===== config.mk =====
export PLATFORM = sky130hd
export DESIGN_NAME = uop_seq_flat
export DESIGN_NICKNAME = d
export VERILOG_FILES = /design/src/rtl/uop_seq_if.sv /design/src/rtl/uop_seq.sv /design/src/flat_wrapper.sv
export SDC_FILE = /design/constraint.sdc
export NUM_CORES = 1
export LEC_CHECK = 0
export ABC_AREA = 0
export BUFFER_PORTS_ARGS = -buffer_cell sky130_fd_sc_hd__buf_2
export CAP_MARGIN = 5
export CELL_PAD_IN_SITES_DETAIL_PLACEMENT = 2
export CELL_PAD_IN_SITES_GLOBAL_PLACEMENT = 2
export CORE_AREA = 2 2 101 74
export DETAILED_ROUTE_END_ITERATION = 7
export DIE_AREA = 0 0 103 76
export PLACE_DENSITY = 0.76
export SLEW_MARGIN = 20
export SYNTH_ARGS = -nofsm -noshare
export SYNTH_HDL_FRONTEND = slang
export SYNTH_SLANG_ARGS = --single-unit

===== constraint.sdc =====
create_clock -name i_clk -period 1.75 [get_ports i_clk]
set_input_delay 0.0875 -clock i_clk [delete_from_list [all_inputs] [get_ports i_clk]]
set_output_delay 0.0875 -clock i_clk [all_outputs]
set_load 0.03 [all_outputs]

===== src/rtl/uop_seq_if.sv =====
// Micro-op issue channel between the sequencer and the modular execution unit.
//   uop_valid  : micro-op valid (sequencer -> executor)
//   uop_opcode : issued opcode
//   uop_src_a  : issued source A
//   uop_src_b  : issued source B
//   uop_dst    : issued destination
//   uop_ready  : executor has completed the micro-op (executor -> sequencer)
//   exec_flag  : result of the last completed CMP (executor -> sequencer)
interface uop_seq_if #(
  parameter int unsigned OPC_W = 4,
  parameter int unsigned SRC_W = 5,
  parameter int unsigned DST_W = 4
);
  logic             uop_valid;
  logic [OPC_W-1:0] uop_opcode;
  logic [SRC_W-1:0] uop_src_a;
  logic [SRC_W-1:0] uop_src_b;
  logic [DST_W-1:0] uop_dst;
  logic             uop_ready;
  logic             exec_flag;

  modport master (
    output uop_valid, uop_opcode, uop_src_a, uop_src_b, uop_dst,
    input  uop_ready, exec_flag
  );

  modport slave (
    input  uop_valid, uop_opcode, uop_src_a, uop_src_b, uop_dst,
    output uop_ready, exec_flag
  );
endinterface


===== src/rtl/uop_seq.sv =====
// Microprogram sequencer for the curve arithmetic engine. Walks a synchronous microcode ROM
// (1-cycle read latency) from a selectable entry point, issues each micro-op over a
// valid/ready handshake, skips conditional micro-ops on the comparison flag and stops on the
// RDY opcode.
//   i_clk, i_rst : clock, synchronous active-high reset
//   i_ena        : start request, sampled only while idle
//   i_prog_sel   : program index, sampled with i_ena
//   o_rdy        : high when idle
//   o_err        : sticky error (bad program index / length or address overrun)
//   o_rom_addr   : registered ROM address
//   i_rom_data   : ROM word {opcode, src_a, src_b, dst, exec}, valid one cycle after address
//   uop_if       : micro-op issue channel (master side)
module uop_seq #(
  parameter int unsigned ADDR_W    = 6,
  parameter int unsigned OPC_W     = 4,
  parameter int unsigned SRC_W     = 5,
  parameter int unsigned DST_W     = 4,
  parameter int unsigned EXC_W     = 2,
  parameter int unsigned NUM_PROGS = 4,
  parameter logic [NUM_PROGS*ADDR_W-1:0] PROG_BASE = {6'd48, 6'd32, 6'd16, 6'd0},
  parameter int unsigned MAX_LEN   = 32,
  parameter logic [OPC_W-1:0] OPCODE_RDY = '0
) (
  input  logic                                    i_clk,
  input  logic                                    i_rst,
  input  logic                                    i_ena,
  // One spare code point so an out-of-range index is representable and reaches the error path.
  input  logic [$clog2(NUM_PROGS+1)-1:0]          i_prog_sel,
  output logic                                    o_rdy,
  output logic                                    o_err,
  output logic [ADDR_W-1:0]                       o_rom_addr,
  input  logic [OPC_W+2*SRC_W+DST_W+EXC_W-1:0]    i_rom_data,
  uop_seq_if.master                               uop_if
);

  localparam int unsigned PSEL_W = $clog2(NUM_PROGS + 1);
  localparam int unsigned CNT_W  = $clog2(MAX_LEN + 1);

  localparam logic [1:0] ST_IDLE   = 2'd0;
  localparam logic [1:0] ST_WAIT   = 2'd1;
  localparam logic [1:0] ST_DECODE = 2'd2;
  localparam logic [1:0] ST_ISSUE  = 2'd3;

  logic [1:0]        r_state,   w_state_nxt;
  logic [ADDR_W-1:0] r_addr,    w_addr_nxt;
  logic [CNT_W-1:0]  r_count,   w_count_nxt;
  logic              r_err,     w_err_nxt;
  logic              r_rdy,     w_rdy_nxt;
  logic              r_valid,   w_valid_nxt;
  logic [OPC_W-1:0]  r_opc,     w_opc_nxt;
  logic [SRC_W-1:0]  r_src_a,   w_src_a_nxt;
  logic [SRC_W-1:0]  r_src_b,   w_src_b_nxt;
  logic [DST_W-1:0]  r_dst,     w_dst_nxt;

  // ROM word fields
  logic [OPC_W-1:0]  w_opc;
  logic [SRC_W-1:0]  w_src_a;
  logic [SRC_W-1:0]  w_src_b;
  logic [DST_W-1:0]  w_dst;
  logic [EXC_W-1:0]  w_exec;

  assign w_exec  = i_rom_data[0 +: EXC_W];
  assign w_dst   = i_rom_data[EXC_W +: DST_W];
  assign w_src_b = i_rom_data[EXC_W+DST_W +: SRC_W];
  assign w_src_a = i_rom_data[EXC_W+DST_W+SRC_W +: SRC_W];
  assign w_opc   = i_rom_data[EXC_W+DST_W+2*SRC_W +: OPC_W];

  logic              w_sel_ok;
  logic [ADDR_W-1:0] w_base;
  logic              w_exec_ok;
  logic              w_advance;
  logic [CNT_W-1:0]  w_count_inc;

  assign w_sel_ok    = (32'(i_prog_sel) < NUM_PROGS);
  assign w_count_inc = r_count + 1'b1;

  // Entry-point mux; an out-of-range index selects nothing and is rejected in IDLE.
  always_comb begin
    w_base = '0;
    for (int unsigned p = 0; p < NUM_PROGS; p++) begin
      if (i_prog_sel == PSEL_W'(p)) begin
        w_base = PROG_BASE[p*ADDR_W +: ADDR_W];
      end
    end
  end

  // Exec condition: 0 always, 1 flag set, 2 flag clear, 3 never (NOP skip).
  always_comb begin
    w_exec_ok = 1'b0;
    if (w_exec == EXC_W'(0)) begin
      w_exec_ok = 1'b1;
    end else if (w_exec == EXC_W'(1)) begin
      w_exec_ok = uop_if.exec_flag;
    end else if (w_exec == EXC_W'(2)) begin
      w_exec_ok = ~uop_if.exec_flag;
    end
  end

  always_comb begin
    w_state_nxt = r_state;
    w_addr_nxt  = r_addr;
    w_count_nxt = r_count;
    w_err_nxt   = r_err;
    w_rdy_nxt   = r_rdy;
    w_valid_nxt = r_valid;
    w_opc_nxt   = r_opc;
    w_src_a_nxt = r_src_a;
    w_src_b_nxt = r_src_b;
    w_dst_nxt   = r_dst;
    w_advance   = 1'b0;

    case (r_state)
      ST_IDLE: begin
        if (i_ena) begin
          if (w_sel_ok) begin
            w_addr_nxt  = w_base;
            w_count_nxt = '0;
            w_err_nxt   = 1'b0;
            w_rdy_nxt   = 1'b0;
            w_state_nxt = ST_WAIT;
          end else begin
            w_err_nxt = 1'b1;
          end
        end
      end
      ST_WAIT: begin
        w_state_nxt = ST_DECODE;
      end
      ST_DECODE: begin
        if (w_opc == OPCODE_RDY) begin
          w_rdy_nxt   = 1'b1;
          w_state_nxt = ST_IDLE;
        end else if (w_exec_ok) begin
          w_opc_nxt   = w_opc;
          w_src_a_nxt = w_src_a;
          w_src_b_nxt = w_src_b;
          w_dst_nxt   = w_dst;
          w_valid_nxt = 1'b1;
          w_state_nxt = ST_ISSUE;
        end else begin
          w_advance = 1'b1;
        end
      end
      ST_ISSUE: begin
        if (uop_if.uop_ready) begin
          w_valid_nxt = 1'b0;
          w_advance   = 1'b1;
        end
      end
      default: begin
        w_state_nxt = ST_IDLE;
      end
    endcase

    // Length or address overrun aborts the program; the address never wraps.
    if (w_advance) begin
      if ((32'(w_count_inc) == MAX_LEN) || (&r_addr)) begin
        w_err_nxt   = 1'b1;
        w_rdy_nxt   = 1'b1;
        w_state_nxt = ST_IDLE;
      end else begin
        w_count_nxt = w_count_inc;
        w_addr_nxt  = r_addr + 1'b1;
        w_state_nxt = ST_WAIT;
      end
    end
  end

  always_ff @(posedge i_clk) begin
    if (i_rst) begin
      r_state <= ST_IDLE;
      r_addr  <= '0;
      r_count <= '0;
      r_err   <= 1'b0;
      r_rdy   <= 1'b1;
      r_valid <= 1'b0;
      r_opc   <= '0;
      r_src_a <= '0;
      r_src_b <= '0;
      r_dst   <= '0;
    end else begin
      r_state <= w_state_nxt;
      r_addr  <= w_addr_nxt;
      r_count <= w_count_nxt;
      r_err   <= w_err_nxt;
      r_rdy   <= w_rdy_nxt;
      r_valid <= w_valid_nxt;
      r_opc   <= w_opc_nxt;
      r_src_a <= w_src_a_nxt;
      r_src_b <= w_src_b_nxt;
      r_dst   <= w_dst_nxt;
    end
  end

  assign o_rdy             = r_rdy;
  assign o_err             = r_err;
  assign o_rom_addr        = r_addr;
  assign uop_if.uop_valid  = r_valid;
  assign uop_if.uop_opcode = r_opc;
  assign uop_if.uop_src_a  = r_src_a;
  assign uop_if.uop_src_b  = r_src_b;
  assign uop_if.uop_dst    = r_dst;

endmodule


===== src/flat_wrapper.sv =====
// flat-port wrapper written by rule: the top's interface ports become plain ports
module uop_seq_flat 
#(
  parameter int unsigned ADDR_W    = 6,
  parameter int unsigned OPC_W     = 4,
  parameter int unsigned SRC_W     = 5,
  parameter int unsigned DST_W     = 4,
  parameter int unsigned EXC_W     = 2,
  parameter int unsigned NUM_PROGS = 4,
  parameter logic [NUM_PROGS*ADDR_W-1:0] PROG_BASE = {6'd48, 6'd32, 6'd16, 6'd0},
  parameter int unsigned MAX_LEN   = 32,
  parameter logic [OPC_W-1:0] OPCODE_RDY = '0
)
  (i_clk, i_rst, i_ena, i_prog_sel, o_rdy, o_err, o_rom_addr, i_rom_data, uop_if_uop_valid, uop_if_uop_opcode, uop_if_uop_src_a, uop_if_uop_src_b, uop_if_uop_dst, uop_if_uop_ready, uop_if_exec_flag);
  uop_seq_if #(.OPC_W(OPC_W), .SRC_W(SRC_W), .DST_W(DST_W)) uop_if_i ();
  input  logic i_clk;
  input  logic i_rst;
  input  logic i_ena;
  input  logic [$clog2(NUM_PROGS+1)-1:0] i_prog_sel;
  output logic o_rdy;
  output logic o_err;
  output logic [ADDR_W-1:0] o_rom_addr;
  input  logic [OPC_W+2*SRC_W+DST_W+EXC_W-1:0] i_rom_data;
  output wire logic [$bits(uop_if_i.uop_valid)-1:0] uop_if_uop_valid;
  output wire logic [$bits(uop_if_i.uop_opcode)-1:0] uop_if_uop_opcode;
  output wire logic [$bits(uop_if_i.uop_src_a)-1:0] uop_if_uop_src_a;
  output wire logic [$bits(uop_if_i.uop_src_b)-1:0] uop_if_uop_src_b;
  output wire logic [$bits(uop_if_i.uop_dst)-1:0] uop_if_uop_dst;
  input wire logic [$bits(uop_if_i.uop_ready)-1:0] uop_if_uop_ready;
  input wire logic [$bits(uop_if_i.exec_flag)-1:0] uop_if_exec_flag;
  assign uop_if_uop_valid = uop_if_i.uop_valid;
  assign uop_if_uop_opcode = uop_if_i.uop_opcode;
  assign uop_if_uop_src_a = uop_if_i.uop_src_a;
  assign uop_if_uop_src_b = uop_if_i.uop_src_b;
  assign uop_if_uop_dst = uop_if_i.uop_dst;
  assign uop_if_i.uop_ready = uop_if_uop_ready;
  assign uop_if_i.exec_flag = uop_if_exec_flag;
  uop_seq #(.ADDR_W(ADDR_W), .OPC_W(OPC_W), .SRC_W(SRC_W), .DST_W(DST_W), .EXC_W(EXC_W), .NUM_PROGS(NUM_PROGS), .PROG_BASE(PROG_BASE), .MAX_LEN(MAX_LEN), .OPCODE_RDY(OPCODE_RDY)) u_core (.i_clk(i_clk), .i_rst(i_rst), .i_ena(i_ena), .i_prog_sel(i_prog_sel), .o_rdy(o_rdy), .o_err(o_err), .o_rom_addr(o_rom_addr), .i_rom_data(i_rom_data), .uop_if(uop_if_i));
endmodule

==> impl_metrics.csv <==
group,metric,value,unit
run_status,outcome,"complete, but fails checks",
run_status,failed_checks,"negative setup slack",
cells_and_area,diodes,0,
setup_path,ff2ff_path_depth,6,
setup_path,crit_path_arrival_time,2.03,ns
timing,fin_crit,1.81,ns
synth,synth_largest_type_area_fraction,41.7,%
synth,synthesis.nets,244,
global_routing,grt_antenna_before_repair,0,
clock_tree,clk-insertion-delay-late,0.29,ns
route,ant_nets,0,
global_routing,grt_first_pass_wirelength,9.67,mm
clock_tree,clockRootBuffer,"sky130_fd_sc_hd__clkbuf_8",
synth,syn-instance-count,209,
synth,ys_seq_area_share,41.7,%
floorplanning,area_of_the_die,7830,µm²
min_path,hold_path_class,"primary input to register",
timing,grt_setup_unrepaired,"yes",
job,max_cap_viol_count,0,
synth,synth-async-reset-ratio,0,%
timing,tightest_slew,0.385,ns
placement,placed_cells,376,
route,wl_met2,3.03,mm
clock_tree,cts.hold.buffers_added,0,
setup_path,critPathRequiredTime,1.97,ns
route,routed-via-count,1855,
setup_path,r2r_setup_slack,-0.06,ns
synth,yosysTopAreaCell,"sky130_fd_sc_hd__dfxtp_1",
setup_path,critPathLaunchType,"register",
clock_tree,tritoncts,"done",
setup_path,endpoint_kind,"register",
clock_tree,cts_max_level,2,
synth,synth_most_common_cell,"sky130_fd_sc_hd__nand2_1",
route,detail_route.wl_per_cell,16.3,µm
floorplanning,number_of_top_level_pins,55,
route,vias_per_cell,4.73,
synth,synth-seq-cells,35,
global_routing,first_global_vias,1935,
setup_path,critical_path_class,"register to register",
timing,worst_clock_skew,0.00596,ns
synth,synthesis.area_per_instance,8.04,µm²
timing,timing.final.crit_share,104,%
route,drc,0,
floorplanning,core_area,6960,µm²
synth,netlist_area,1680,µm²
clock_tree,clk_transition_reported_paths,0.08,ns
global_routing,grt_max_degree,19,
clock_tree,cts.path.max_buffers,2,
power_and_ir_drop,p_leak,1.03,nW
cells_and_area,post_layout_nonfiller_instances,392,
floorplanning,die-width,103,µm
route,detail_route.iter0.violations,71,
timing,setup_slack,-0.0615,ns
cells_and_area,final_nets,328,
floorplanning,initial_utilization,24.1,%
setup_path,cp_slowest_stage_delay,0.48,ns
route,drt_pre_antenna_iters,4,
timing,timing.final.hold_violations,0,
synth,netlist_top_cells_area,"sky130_fd_sc_hd__dfxtp_1 42%, sky130_fd_sc_hd__nand2_1 13%, sky130_fd_sc_hd__a21oi_1 8.3%",
synth,synth_top_cells_by_count,"59 x sky130_fd_sc_hd__nand2_1, 35 x sky130_fd_sc_hd__dfxtp_1, 28 x sky130_fd_sc_hd__a21oi_1, 14 x sky130_fd_sc_hd__nor2_1, 9 x sky130_fd_sc_hd__nand3_1",
power_and_ir_drop,vdd_drop_max,0.000512,V
timing,final-setup-viol-count,10,
setup_path,worst-path-max-fanout,8,
clock_tree,cts_buffers,5,
floorplanning,chipHeight,76,µm
setup_path,critPathSlowestCell,"sky130_fd_sc_hd__or4_4",
route,maxUsedRoutingLayer,"met4",
synth,netlist-cell-type-count,38,
setup_path,critical_path.n_buffers_inverters,0,
floorplanning,floorplan.rows,26,
timing,final_sum_of_negative_setup_slack,-0.256,ns
synth,synth_top_flop_cell,"sky130_fd_sc_hd__dfxtp_1",
setup_path,crit_cells,6,
placement,dp_hpwl,4.26,mm
synth,synth_enable_flop_cells,0,
power_and_ir_drop,power.density_cell_area,800,nW/µm²
timing,max_freq,552,MHz
power_and_ir_drop,total_power,1.96,mW
min_path,hold_path_depth,3,
route,m1WireLength,3.01,mm
cells_and_area,post_route_cells_drive_above_1_share,40.5,%
placement,place_congestion,0.793,
route,route.met3.wl,243,µm
timing,worst_slew_margin_rel,74.1,%
global_routing,grt_usage,15.7,%
route,route.final.wire_length,6.38,mm
placement,placement.io_buffers,54,
synth,ys.warnings.count,0,
global_routing,grt.overflow.total,0,
setup_path,crit_chain,"ha_4 -> nand2_2 -> or4_4 -> a41oi_4 -> nand2_1 -> a31oi_1",
clock_tree,cts.sink_count,35,
cells_and_area,syn2layout_area_growth,46.1,%
setup_path,cp_top_family,"simple AND/OR/NAND/NOR gates",
timing,final-max-slew-violation-count,0,
[area by class of cell]
type                    count  area, µm²
flip-flops and latches     35        716
well taps                  98        123
clock inverters             3       43.8
fillers                   837       4510
clock buffers               5       68.8
multi-input cells         164        990
inverters                   3       11.3
repair buffers             84        503
[power breakdown]
part / switching (mW) / internal (mW)
Sequential: 0.0258 / 0.821
Combinational: 0.222 / 0.154
Clock: 0.317 / 0.424
Total: 0.565 / 1.40
[worst reg2reg max path, stage by stage, from the launching register on]
cell,delay (ns)
sky130_fd_sc_hd__dfxtp_4,0.37
sky130_fd_sc_hd__ha_4,0.15
sky130_fd_sc_hd__nand2_2,0.06
sky130_fd_sc_hd__or4_4,0.48
sky130_fd_sc_hd__a41oi_4,0.41
sky130_fd_sc_hd__nand2_1,0.11
sky130_fd_sc_hd__a31oi_1,0.17
[cell families after synthesis]
group / after synthesis / synth area share, %
adder cells (fa/ha/maj): 7 / 5.21
multiplexers: 7 / 4.24
flip-flops: 35 / 41.7
AND/OR/NAND/NOR: 102 / 27.4
buffers and inverters: 10 / 2.83
XOR/XNOR: 1 / 0.521
AO/OA/AOI/OAI: 47 / 18.1
[sequential cells by signal, summed over array words and instances (netlist names)]
| name | cells |
|---|---|
| u_core.o_rom_addr | 6 |
| u_core.uop_if.uop_opcode | 4 |
| u_core.r_state | 2 |
| u_core.r_count | 6 |
| u_core.uop_if.uop_src_b | 5 |
| u_core.o_rdy | 1 |
| u_core.uop_if.uop_src_a | 5 |
| u_core.uop_if.uop_dst | 4 |
| u_core.uop_if.uop_valid | 1 |
| u_core.o_err | 1 |
[metal layers]
metal | up-vias | track usage [%]
met3 | 9 | 4.04
met5 | - | 0
li1 | 894 | -
met4 | 0 | 4.08
met1 | 910 | 21.8
met2 | 42 | 24.2
[layout by cell type, fill, tap and decap left out, types with 2 or more instances in the layout]
cell type	netlist	layout
sky130_fd_sc_hd__inv_1	3	2
sky130_fd_sc_hd__clkbuf_8	0	5
sky130_fd_sc_hd__o21ai_1	5	4
sky130_fd_sc_hd__nand3b_1	4	4
sky130_fd_sc_hd__a21oi_1	28	26
sky130_fd_sc_hd__ha_4	0	2
sky130_fd_sc_hd__dfxtp_1	35	27
sky130_fd_sc_hd__nand4_1	2	2
sky130_fd_sc_hd__nand2_1	59	58
sky130_fd_sc_hd__dfxtp_4	0	2
sky130_fd_sc_hd__mux2i_1	6	6
sky130_fd_sc_hd__a21oi_2	0	2
sky130_fd_sc_hd__buf_6	1	2
sky130_fd_sc_hd__or3_1	2	2
sky130_fd_sc_hd__buf_2	2	54
sky130_fd_sc_hd__o21ai_2	1	2
sky130_fd_sc_hd__ha_1	7	5
sky130_fd_sc_hd__a31oi_1	4	4
sky130_fd_sc_hd__dfxtp_2	0	6
sky130_fd_sc_hd__and2_1	3	3
sky130_fd_sc_hd__nor2_1	14	14
sky130_fd_sc_hd__nand3_1	9	7
sky130_fd_sc_hd__nand3_2	0	2
sky130_fd_sc_hd__buf_4	0	28
[path summary, 6_finish.rpt]
| check | start | to |
|---|---|---|
| worst min register to register | u_core.uop_if.uop_src_a[0] | u_core.uop_if.uop_src_a[0] |
| worst max-delay path | u_core.r_count[1] | u_core.r_count[3] |
| worst max register to register | u_core.r_count[1] | u_core.r_count[3] |
| worst min-delay path | i_rom_data[10] | u_core.uop_if.uop_src_b[4] |
[repair_timing]
item / 4_1_cts / 5_1_grt
setup endpoints to repair: 11 / 15
pin swaps: 7 / 12
buffers inserted: 3 / 5
cloned: 0 / 0
resized for setup: 5 / 14
[through the flow]
step	util, %	setup WS, ns	hold slack (ns)	area [µm²]
2_1_floorplan	-	0.0143	0.224	1700
3_3_place_gp	31.9	0.00617	0.328	2220
3_5_place_dp	31.9	-0.0584	0.341	2220
4_1_cts	34.1	0.0151	0.0261	2370
5_1_grt	35.3	-0.121	0.0317	2450
6_report	35.3	-0.0615	0.0280	2450
Power figures use the tool's default switching activity.
